File: src/rtl/rv_pkg.sv
// Shared RISC-V pipeline definitions: opcode classes, stage-entry layout,
// decode classification bundle and the forwarding-select width helper.
package rv_pkg;

   // Opcode class taken from inst[6:2]
   typedef enum logic [4:0] {
      OP_LOAD   = 5'd0,
      OP_I      = 5'd4,
      OP_AUIPC  = 5'd5,
      OP_STORE  = 5'd8,
      OP_R      = 5'd12,
      OP_LUI    = 5'd13,
      OP_BRANCH = 5'd24,
      OP_JALR   = 5'd25,
      OP_JAL    = 5'd27,
      OP_CSRW   = 5'd28
   } opcode_e;

   // One in-flight producer slot
   typedef struct packed {
      logic       valid;
      logic [4:0] rd;
      logic       is_load;
   } stage_entry_t;

   // Register usage of one instruction
   typedef struct packed {
      logic uses_rs1;
      logic uses_rs2;
      logic writes_rd;
      logic is_load;
      logic is_csrw;
   } inst_class_t;

   // Width of a select that encodes 0 (regfile) or stage 1..stages
   function automatic int fwd_sel_w(input int stages);
      return (stages < 1) ? 1 : $clog2(stages + 1);
   endfunction

endpackage

File: src/rtl/fwd_hazard_ctrl_if.sv
// Decode-side bus of the forwarding/hazard controller. The controller sits
// on the slave modport; the pipeline (or a bench) drives the master side.
interface fwd_hazard_ctrl_if #(
   parameter int STAGES = 2,
   parameter int CNT_W  = 32
);
   localparam int SEL_W = rv_pkg::fwd_sel_w(STAGES);

   logic [31:0]      id_inst;
   logic             id_valid;
   logic             redirect;
   logic             ext_stall;
   logic [SEL_W-1:0] fwd_rs1_sel;
   logic [SEL_W-1:0] fwd_rs2_sel;
   logic             id_stall;
   logic             ex_bubble;
   logic [CNT_W-1:0] stall_cnt;
   logic [CNT_W-1:0] flush_cnt;

   modport master (
      output id_inst, id_valid, redirect, ext_stall,
      input  fwd_rs1_sel, fwd_rs2_sel, id_stall, ex_bubble, stall_cnt, flush_cnt
   );

   modport slave (
      input  id_inst, id_valid, redirect, ext_stall,
      output fwd_rs1_sel, fwd_rs2_sel, id_stall, ex_bubble, stall_cnt, flush_cnt
   );

endinterface

File: src/rtl/rv_inst_class.sv
// Combinational opcode decode: which sources an instruction reads, whether it
// produces a register result, and whether that result comes from a load.
module rv_inst_class
   import rv_pkg::*;
(
   input  logic [31:0] inst,
   output inst_class_t cls
);

   logic [4:0] opc;
   logic       rd_nz;
   logic       unused_inst_bits;

   assign opc   = inst[6:2];
   assign rd_nz = (inst[11:7] != 5'd0);

   // Only the opcode and rd fields matter for classification
   assign unused_inst_bits = ^{inst[31:12], inst[1:0]};

   // Opcode table; unknown opcodes read nothing and write nothing
   always_comb begin
      cls = '0;
      case (opcode_e'(opc))
         OP_LOAD: begin
            cls.uses_rs1  = 1'b1;
            cls.writes_rd = rd_nz;
            cls.is_load   = 1'b1;
         end
         OP_STORE, OP_BRANCH: begin
            cls.uses_rs1 = 1'b1;
            cls.uses_rs2 = 1'b1;
         end
         OP_JALR, OP_I: begin
            cls.uses_rs1  = 1'b1;
            cls.writes_rd = rd_nz;
         end
         OP_R: begin
            cls.uses_rs1  = 1'b1;
            cls.uses_rs2  = 1'b1;
            cls.writes_rd = rd_nz;
         end
         OP_JAL, OP_AUIPC, OP_LUI: begin
            cls.writes_rd = rd_nz;
         end
         OP_CSRW: begin
            cls.uses_rs1 = 1'b1;
            cls.is_csrw  = 1'b1;
         end
         default: cls = '0;
      endcase
   end

endmodule

File: src/rtl/fwd_hazard_ctrl.sv
// Forwarding and hazard controller. Keeps one {valid, rd, is_load} slot per
// post-decode stage, picks the youngest producer for each decode source,
// raises load-use stalls and handles redirect flushes with event counters.
module fwd_hazard_ctrl
   import rv_pkg::*;
#(
   parameter int STAGES     = 2,
   parameter int LOAD_LAT   = 1,
   parameter int CSR_X0_FWD = 1,
   parameter int CNT_W      = 32
) (
   input logic              clk,
   input logic              rst,
   fwd_hazard_ctrl_if.slave bus
);

   localparam int SEL_W = fwd_sel_w(STAGES);

   inst_class_t              cls;
   logic [4:0]               rs1;
   logic [4:0]               rs2;
   logic [4:0]               rd;
   logic                     rs1_ok;
   logic                     rs2_ok;
   logic [STAGES:1]          match_rs1;
   logic [STAGES:1]          match_rs2;
   logic [SEL_W-1:0]         rs1_sel;
   logic [SEL_W-1:0]         rs2_sel;
   logic                     rs1_load_use;
   logic                     rs2_load_use;
   logic                     id_stall;
   logic                     ex_bubble;

   stage_entry_t [STAGES:1]  entries_q;
   stage_entry_t [STAGES:1]  entries_d;
   logic [CNT_W-1:0]         stall_cnt_q;
   logic [CNT_W-1:0]         stall_cnt_d;
   logic [CNT_W-1:0]         flush_cnt_q;
   logic [CNT_W-1:0]         flush_cnt_d;

   rv_inst_class u_inst_class (
      .inst (bus.id_inst),
      .cls  (cls)
   );

   assign rs1 = bus.id_inst[19:15];
   assign rs2 = bus.id_inst[24:20];
   assign rd  = bus.id_inst[11:7];

   // x0 is never a forwarding target, apart from the legacy CSRW rs1 case
   // (which cannot actually hit because rd=0 producers are never valid)
   assign rs1_ok = cls.uses_rs1 &&
                   ((rs1 != 5'd0) || ((CSR_X0_FWD != 0) && cls.is_csrw));
   assign rs2_ok = cls.uses_rs2 && (rs2 != 5'd0);

   genvar gi;
   generate
      for (gi = 1; gi <= STAGES; gi++) begin : g_match
         assign match_rs1[gi] = rs1_ok && entries_q[gi].valid && (entries_q[gi].rd == rs1);
         assign match_rs2[gi] = rs2_ok && entries_q[gi].valid && (entries_q[gi].rd == rs2);
      end
   endgenerate

   // Youngest producer wins: scan oldest to youngest so the smallest k sticks
   always_comb begin
      rs1_sel      = '0;
      rs2_sel      = '0;
      rs1_load_use = 1'b0;
      rs2_load_use = 1'b0;
      for (int k = STAGES; k >= 1; k--) begin
         if (match_rs1[k]) begin
            rs1_sel      = SEL_W'(k);
            rs1_load_use = entries_q[k].is_load && (k <= LOAD_LAT);
         end
         if (match_rs2[k]) begin
            rs2_sel      = SEL_W'(k);
            rs2_load_use = entries_q[k].is_load && (k <= LOAD_LAT);
         end
      end
   end

   // A redirect kills the decode instruction, so it never waits on a load
   always_comb begin
      id_stall  = (rs1_load_use || rs2_load_use) && !bus.redirect;
      ex_bubble = id_stall || bus.redirect || !bus.id_valid;
   end

   // Shift the producer pipe and count events unless the core is frozen
   always_comb begin
      entries_d   = entries_q;
      stall_cnt_d = stall_cnt_q;
      flush_cnt_d = flush_cnt_q;
      if (!bus.ext_stall) begin
         for (int k = STAGES; k >= 2; k--) begin
            entries_d[k] = entries_q[k-1];
         end
         entries_d[1].valid   = bus.id_valid && !id_stall && !bus.redirect && cls.writes_rd;
         entries_d[1].rd      = rd;
         entries_d[1].is_load = cls.is_load;
         if (id_stall) begin
            stall_cnt_d = stall_cnt_q + CNT_W'(1);
         end
         if (bus.redirect) begin
            flush_cnt_d = flush_cnt_q + CNT_W'(1);
         end
      end
   end

   // State registers with asynchronous active-low clear
   always_ff @(posedge clk or negedge rst) begin
      if (!rst) begin
         entries_q   <= '0;
         stall_cnt_q <= '0;
         flush_cnt_q <= '0;
      end else begin
         entries_q   <= entries_d;
         stall_cnt_q <= stall_cnt_d;
         flush_cnt_q <= flush_cnt_d;
      end
   end

   assign bus.fwd_rs1_sel = rs1_sel;
   assign bus.fwd_rs2_sel = rs2_sel;
   assign bus.id_stall    = id_stall;
   assign bus.ex_bubble   = ex_bubble;
   assign bus.stall_cnt   = stall_cnt_q;
   assign bus.flush_cnt   = flush_cnt_q;

endmodule

File: src/flat_wrapper.sv
// flat-port wrapper written by rule: the top's interface ports become plain ports
module fwd_hazard_ctrl_flat import rv_pkg::*;
#(
   parameter int STAGES     = 2,
   parameter int LOAD_LAT   = 1,
   parameter int CSR_X0_FWD = 1,
   parameter int CNT_W      = 32
)
  (clk, rst, bus_id_inst, bus_id_valid, bus_redirect, bus_ext_stall, bus_fwd_rs1_sel, bus_fwd_rs2_sel, bus_id_stall, bus_ex_bubble, bus_stall_cnt, bus_flush_cnt);
  fwd_hazard_ctrl_if #(.STAGES(STAGES), .CNT_W(CNT_W)) bus_i ();
  input logic clk;
  input logic rst;
  input wire logic [$bits(bus_i.id_inst)-1:0] bus_id_inst;
  input wire logic [$bits(bus_i.id_valid)-1:0] bus_id_valid;
  input wire logic [$bits(bus_i.redirect)-1:0] bus_redirect;
  input wire logic [$bits(bus_i.ext_stall)-1:0] bus_ext_stall;
  output wire logic [$bits(bus_i.fwd_rs1_sel)-1:0] bus_fwd_rs1_sel;
  output wire logic [$bits(bus_i.fwd_rs2_sel)-1:0] bus_fwd_rs2_sel;
  output wire logic [$bits(bus_i.id_stall)-1:0] bus_id_stall;
  output wire logic [$bits(bus_i.ex_bubble)-1:0] bus_ex_bubble;
  output wire logic [$bits(bus_i.stall_cnt)-1:0] bus_stall_cnt;
  output wire logic [$bits(bus_i.flush_cnt)-1:0] bus_flush_cnt;
  assign bus_i.id_inst = bus_id_inst;
  assign bus_i.id_valid = bus_id_valid;
  assign bus_i.redirect = bus_redirect;
  assign bus_i.ext_stall = bus_ext_stall;
  assign bus_fwd_rs1_sel = bus_i.fwd_rs1_sel;
  assign bus_fwd_rs2_sel = bus_i.fwd_rs2_sel;
  assign bus_id_stall = bus_i.id_stall;
  assign bus_ex_bubble = bus_i.ex_bubble;
  assign bus_stall_cnt = bus_i.stall_cnt;
  assign bus_flush_cnt = bus_i.flush_cnt;
  fwd_hazard_ctrl #(.STAGES(STAGES), .LOAD_LAT(LOAD_LAT), .CSR_X0_FWD(CSR_X0_FWD), .CNT_W(CNT_W)) u_core (.clk(clk), .rst(rst), .bus(bus_i));
endmodule
File: config.mk
export PLATFORM = sky130hd
export DESIGN_NAME = fwd_hazard_ctrl_flat
export DESIGN_NICKNAME = d
export VERILOG_FILES = /design/src/rtl/rv_pkg.sv /design/src/rtl/fwd_hazard_ctrl_if.sv /design/src/rtl/rv_inst_class.sv /design/src/rtl/fwd_hazard_ctrl.sv /design/src/flat_wrapper.sv
export SDC_FILE = /design/constraint.sdc
export NUM_CORES = 1
export LEC_CHECK = 0
export CAP_MARGIN = 20
export CORE_UTILIZATION = 40
export CTS_CLUSTER_DIAMETER = 100
export DETAILED_ROUTE_END_ITERATION = 8
export PLACE_DENSITY_LB_ADDON = 0.12
export SLEW_MARGIN = 20
export SYNTH_ARGS = -nofsm -noshare
export SYNTH_HDL_FRONTEND = slang
export SYNTH_SLANG_ARGS = --single-unit
File: constraint.sdc
create_clock -name clk -period 3.7 [get_ports clk]
set_input_delay 0.74 -clock clk [delete_from_list [all_inputs] [get_ports clk]]
set_output_delay 0.74 -clock clk [all_outputs]
set_load 0.01 [all_outputs]
Word level (Yosys, flattened, before mapping)
Index checks and enable logic that the tools add are counted.

word-level totals
  output and inout port bits = 70
  input port bits = 37
  register bits after elaboration = 77
  word-level logic and storage cells = 64

operators by class
  $add $sub $neg = 2
  reduce and logical (&&, ||, !) cells = 30
  bitwise gates (word level) = 1
  equality and inequality tests = 13
  multiplexer cells = 11

operators with widths
  operator                                       count
  adder 32 x 1 -> 32 bit, second input constant  2
  == test 5 bit                                  4
  == test 5 bit, second input constant           4
  == test 5 x 4 -> 1 bit, second input constant  3
  nonzero test 5 bit                             3
  logical AND 1 bit                              14
  OR reduction 7 bit                             2
  == test 5 x 3 -> 1 bit, second input constant  2
  two-way mux 2 bit                              4
  two-way mux 1 bit                              7
  zero test 5 bit                                1
  logical OR 1 bit                               4
  AND reduction 2 bit                            2
  zero test 1 bit                                3
  OR reduction 3 bit                             1
  inverter 1 bit                                 1

Logic depth before layout (Yosys ltp)
  depth in word-level cells = 13
  depth in mapped cells = 7
  depth with buffers taken out = 6

By module
A second synthesis with hierarchy kept.

second synthesis, totals
  cell total of the unflattened synthesis = 363
  area, all modules = 4107.7 um2

by module, submodules not included
  module           sequential area each (um2)  area each (um2)  cells an instance  instances
  fwd_hazard_ctrl  1926.8                      4021.4           347                1
  rv_inst_class    0.0                         86.3             16                 1

Worst setup path before layout
Ideal clock, no wire load.

  path kind = input -> output
  start = input port bus_id_inst[20]
  end = output port bus_ex_bubble
  stages = 6
  setup slack = 760 ps
  data arrival time = 2200 ps
  data required time = 2960 ps
  path buffers = 1
  path through = or4_1 -> o211ai_2 -> or3_4 -> buf_6 -> a21oi_1 -> or3b_1

on the way
  cells in the longest elaborated chain, start to end = 9
  elaborated cells on any way between the ends = 10
  those cells by class = eq/ne: 1; mux: 1; reduce/logical: 8

RTL lines
  element                           line                   source
  start, declared                   flat_wrapper.sv:13     input wire logic [$bits(bus_i.id_inst)-1:0] bus_id_inst;
  nonzero test 5 bit                fwd_hazard_ctrl.sv:54  assign rs2_ok = cls.uses_rs2 && (rs2 != 5'd0);
  logical AND 1 bit                 fwd_hazard_ctrl.sv:54
  logical AND 1 bit                 fwd_hazard_ctrl.sv:60  assign match_rs2[gi] = rs2_ok && entries_q[gi].valid && (entries_q[gi].rd == rs2);
  logical AND 1 bit *               fwd_hazard_ctrl.sv:60
  two-way mux 1 bit *               fwd_hazard_ctrl.sv:75  if (match_rs2[k]) begin
  logical OR 1 bit *                fwd_hazard_ctrl.sv:84  id_stall = (rs1_load_use || rs2_load_use) && !bus.redirect;
  logical AND 1 bit *               fwd_hazard_ctrl.sv:84
  logical OR 1 bit * (2 in series)  fwd_hazard_ctrl.sv:85  ex_bubble = id_stall || bus.redirect || !bus.id_valid;
  end, declared                     flat_wrapper.sv:20     output wire logic [$bits(bus_i.ex_bubble)-1:0] bus_ex_bubble;

Mark *: on every way between the ends. The rest lies on a longest branch, timed or not.

Final worst setup path
  start = input port bus_id_inst[15]
  end = output port bus_ex_bubble

on the way
  cells in the longest elaborated chain, start to end = 10
  elaborated cells on any way between the ends = 11
  those cells by class = eq/ne: 1; mux: 1; reduce/logical: 9

RTL lines
  element                           line                   source
  nonzero test 5 bit                fwd_hazard_ctrl.sv:53  ((rs1 != 5'd0) || ((CSR_X0_FWD != 0) && cls.is_csrw));
  logical OR 1 bit                  fwd_hazard_ctrl.sv:53
  logical AND 1 bit                 fwd_hazard_ctrl.sv:52  assign rs1_ok = cls.uses_rs1 &&
  logical AND 1 bit                 fwd_hazard_ctrl.sv:59  assign match_rs1[gi] = rs1_ok && entries_q[gi].valid && (entries_q[gi].rd == rs1);
  logical AND 1 bit *               fwd_hazard_ctrl.sv:59
  two-way mux 1 bit *               fwd_hazard_ctrl.sv:71  if (match_rs1[k]) begin
  logical OR 1 bit *                fwd_hazard_ctrl.sv:84
  logical AND 1 bit *               fwd_hazard_ctrl.sv:84
  logical OR 1 bit * (2 in series)  fwd_hazard_ctrl.sv:85

Marks and branches as above.

==> flow_summary.json <==
{
  "port_buffers": 94,
  "ys_seq_area_frac": 0.485,
  "critPathArrivalTime_ps": 2830,
  "yosys_warnings": 0,
  "fill_cells": 856,
  "drive_above_1_share": 0.134,
  "synthDistinctLibCells": 39,
  "peakVddDrop_v": 0.000284,
  "pwr-share-clk": 0.374,
  "placed_cell_area_sq_um": 5140,
  "regToRegStartpoint": "u_core.entries_q[2]$_DFFE_PN0N_",
  "syn_area_sq_um": 3970,
  "worst-path-buf-inv": 3,
  "grt_pass1_vias": 3105,
  "core_area_sq_um": 9420,
  "vias_per_cell": 5.19,
  "powerDensity_nw_per_um2": 351,
  "max_cap_viol_count": 0,
  "critical_path_required_ps": 2960,
  "syn_inst": 360,
  "finClkSkew_ps": 13.1,
  "wire_per_inst_um": 15.4,
  "layout_common_cells": "clkdlybuf4s50_1, dfrtp_1, xor2_1",
  "hold_violations": 0,
  "min-delay-start": "u_core.bus.stall_cnt[17]$_DFFE_PN0P_",
  "grt_overflow": 0,
  "num_rows": 35,
  "seq_area_sq_um": 1930,
  "slowest_delay_ps": 440,
  "postSynth.asyncResetShare": 1.00,
  "setup_viol": 0,
  "setup.worst_path.start": "bus_id_inst[15]",
  "mostFrequentLayoutCell": "clkdlybuf4s50_1",
  "worstSetupStartpointType": "primary input",
  "dp_cells": 589,
  "dp_hpwl_um": 6560,
  "dr.pass1.iters": 4,
  "finalNonFillerCells": 608,
  "gp_congestion": 0.813,
  "end_kind": "output pin",
  "grt_pass1_wl_um": 15400,
  "relSlewSlack": 0.343,
  "path_cells": "clkdlybuf4s50_1 -> nor4_2 -> buf_4 -> a211oi_2 -> o211ai_1 -> a21oi_4 -> or3b_1 -> dlygate4sd2_1",
  "antennaDiodeCount": 0,
  "multi_input_area_sq_um": 2000,
  "worstPathMaxFanout": 3,
  "syn_nets": 399,
  "p_int_mw": 1.43,
  "ff2ff_setup_slack_ps": 1290,
  "worst-setup-path-type": "in -> out",
  "ios": 107,
  "worstMarginPinSlew_ps": 986,
  "grt_max_degree": 78,
  "cts_buffer_depth": 2,
  "rsz0062_at_grt": "false",
  "synth-edff-count": 0,
  "share_comb_of_total_power": 0.131,
  "num-nets-final": 514,
  "drc": 0,
  "hp-class": "reg -> reg",
  "fmax_mhz": 280,
  "cts_tree": "done",
  "die_h_um": 102,
  "cts_buffers": 9,
  "hold_ws_ps": 486,
  "clock-sinks": 77,
  "min_period_over_period": 0.966,
  "grt_antenna_before_repair": 0,
  "fin_crit_ps": 3570,
  "dieArea_sq_um": 10300,
  "p_sw_mw": 0.482,
  "synthFlopType": "dfrtp_1",
  "power.leakage_nw": 2.46,
  "synth.avg_cell_area_sq_um": 11.0,
  "stdcell_area_sq_um": 5450,
  "grt_use_total": 0.194,
  "root_buffer": "clkbuf_8",
  "start_util": 0.422,
  "tns_ps": 0,
  "status": "completed",
  "critPathTopFamily": "buffers and inverters",
  "swShare": 0.252,
  "cts.reportedPaths.clkPinSlew_ps": 90,
  "drv_slew": 0,
  "num_vias": 3153,
  "drtIter0Drc": 116,
  "seq_power_share": 0.495,
  "synthToLayoutAreaGrowth_pct": 37.2,
  "wl_um": 9370,
  "crit_slowest_cell": "clkdlybuf4s50_1",
  "drtAntennaViolNets": 0,
  "p_total_mw": 1.91,
  "synth_seq_cells": 77,
  "htree_num_levels": 3,
  "insertion_delay_ps": 350,
  "dieWidth_um": 102
}
## final timing paths
path,to,cells past startpoint
worst max-delay path,bus_ex_bubble,8
worst min-delay path,u_core.bus.stall_cnt[17]$_DFFE_PN0P_,1
worst max register to register,u_core.bus.stall_cnt[5]$_DFFE_PN0P_,9
worst min register to register,u_core.bus.stall_cnt[17]$_DFFE_PN0P_,1
max in group asynchronous,u_core.entries_q[0]$_DFFE_PN0N_,1
min in group asynchronous,u_core.bus.stall_cnt[16]$_DFFE_PN0P_,1
## stage by stage
step,utilization,setup WS (ps)
global route,0.578,65.3
floorplan,-,760
global placement,0.546,-76.2
finish,0.578,126
CTS,0.574,-11.0
detailed placement,0.546,-88.7
## metal layers
layer  track usage  routed length, um
met2         0.316               4520
met4        0.0658                119
met3        0.0380                413
met1         0.258               4320
met5             0                  0
## sequential cells by signal, summed over array words and instances (netlist names)
register,cells
u_core.entries_q,13
u_core.bus.stall_cnt,32
u_core.bus.flush_cnt,32
## synth_stat cells, drive strengths merged (3+ instances only)
cell     number  share of area
nor3          6          0.010
and3         13          0.020
mux2         13          0.037
a21oi        10          0.013
xnor2        31          0.068
nor2         14          0.013
inv           5         0.0047
nand3        24          0.030
a211oi       19          0.037
clkbuf        7         0.0066
buf           5         0.0085
dfrtp        77           0.49
xor2         51           0.11
nand4        20          0.032
a2111oi       3          0.021
o211ai        5          0.011
and4          7          0.015
nor4          5         0.0079
nand2        23          0.022
and2          4         0.0063
## logic make-up (layout without fill, tap and decap cells)
logic type / count (synthesis) / in the layout / synth area share
buffers and inverters: 17 / 136 / 0.0199
AO/OA/AOI/OAI: 43 / 43 / 0.0927
XOR/XNOR: 82 / 82 / 0.181
flip-flops: 77 / 77 / 0.485
multiplexers: 13 / 13 / 0.0369
AND/OR/NAND/NOR: 126 / 126 / 0.178
adder cells (fa/ha/maj): 2 / 2 / 0.00630
## what timing repair did
action / 4_1_cts / 5_1_grt
setup buffers: 1 / 2
endpoints found under the setup margin: 3 / 4
pin swaps: 2 / 3
gates resized for setup: 7 / 7
cloned: 1 / 0
hold buffers: 0 / 0
## final cells by class
cell class	count	area share
clock inverters	5	0.0154
repair buffers	116	0.205
flip-flops and latches	77	0.354
multi-input cells	266	0.367
well taps	129	0.0296
clock buffers	10	0.0253
inverters	5	0.00345
## power groups by stage
stage | Sequential [mW] | Clock, mW | Combinational [mW]
floorplan | 0.963 | 0 | 0.0968
global placement | 0.962 | 0 | 0.245
detailed placement | 0.961 | 0 | 0.250
CTS | 0.946 | 0.737 | 0.254
global route | 0.955 | 0.774 | 0.277
finish | 0.947 | 0.714 | 0.250
(Power assumes the default switching activity.)
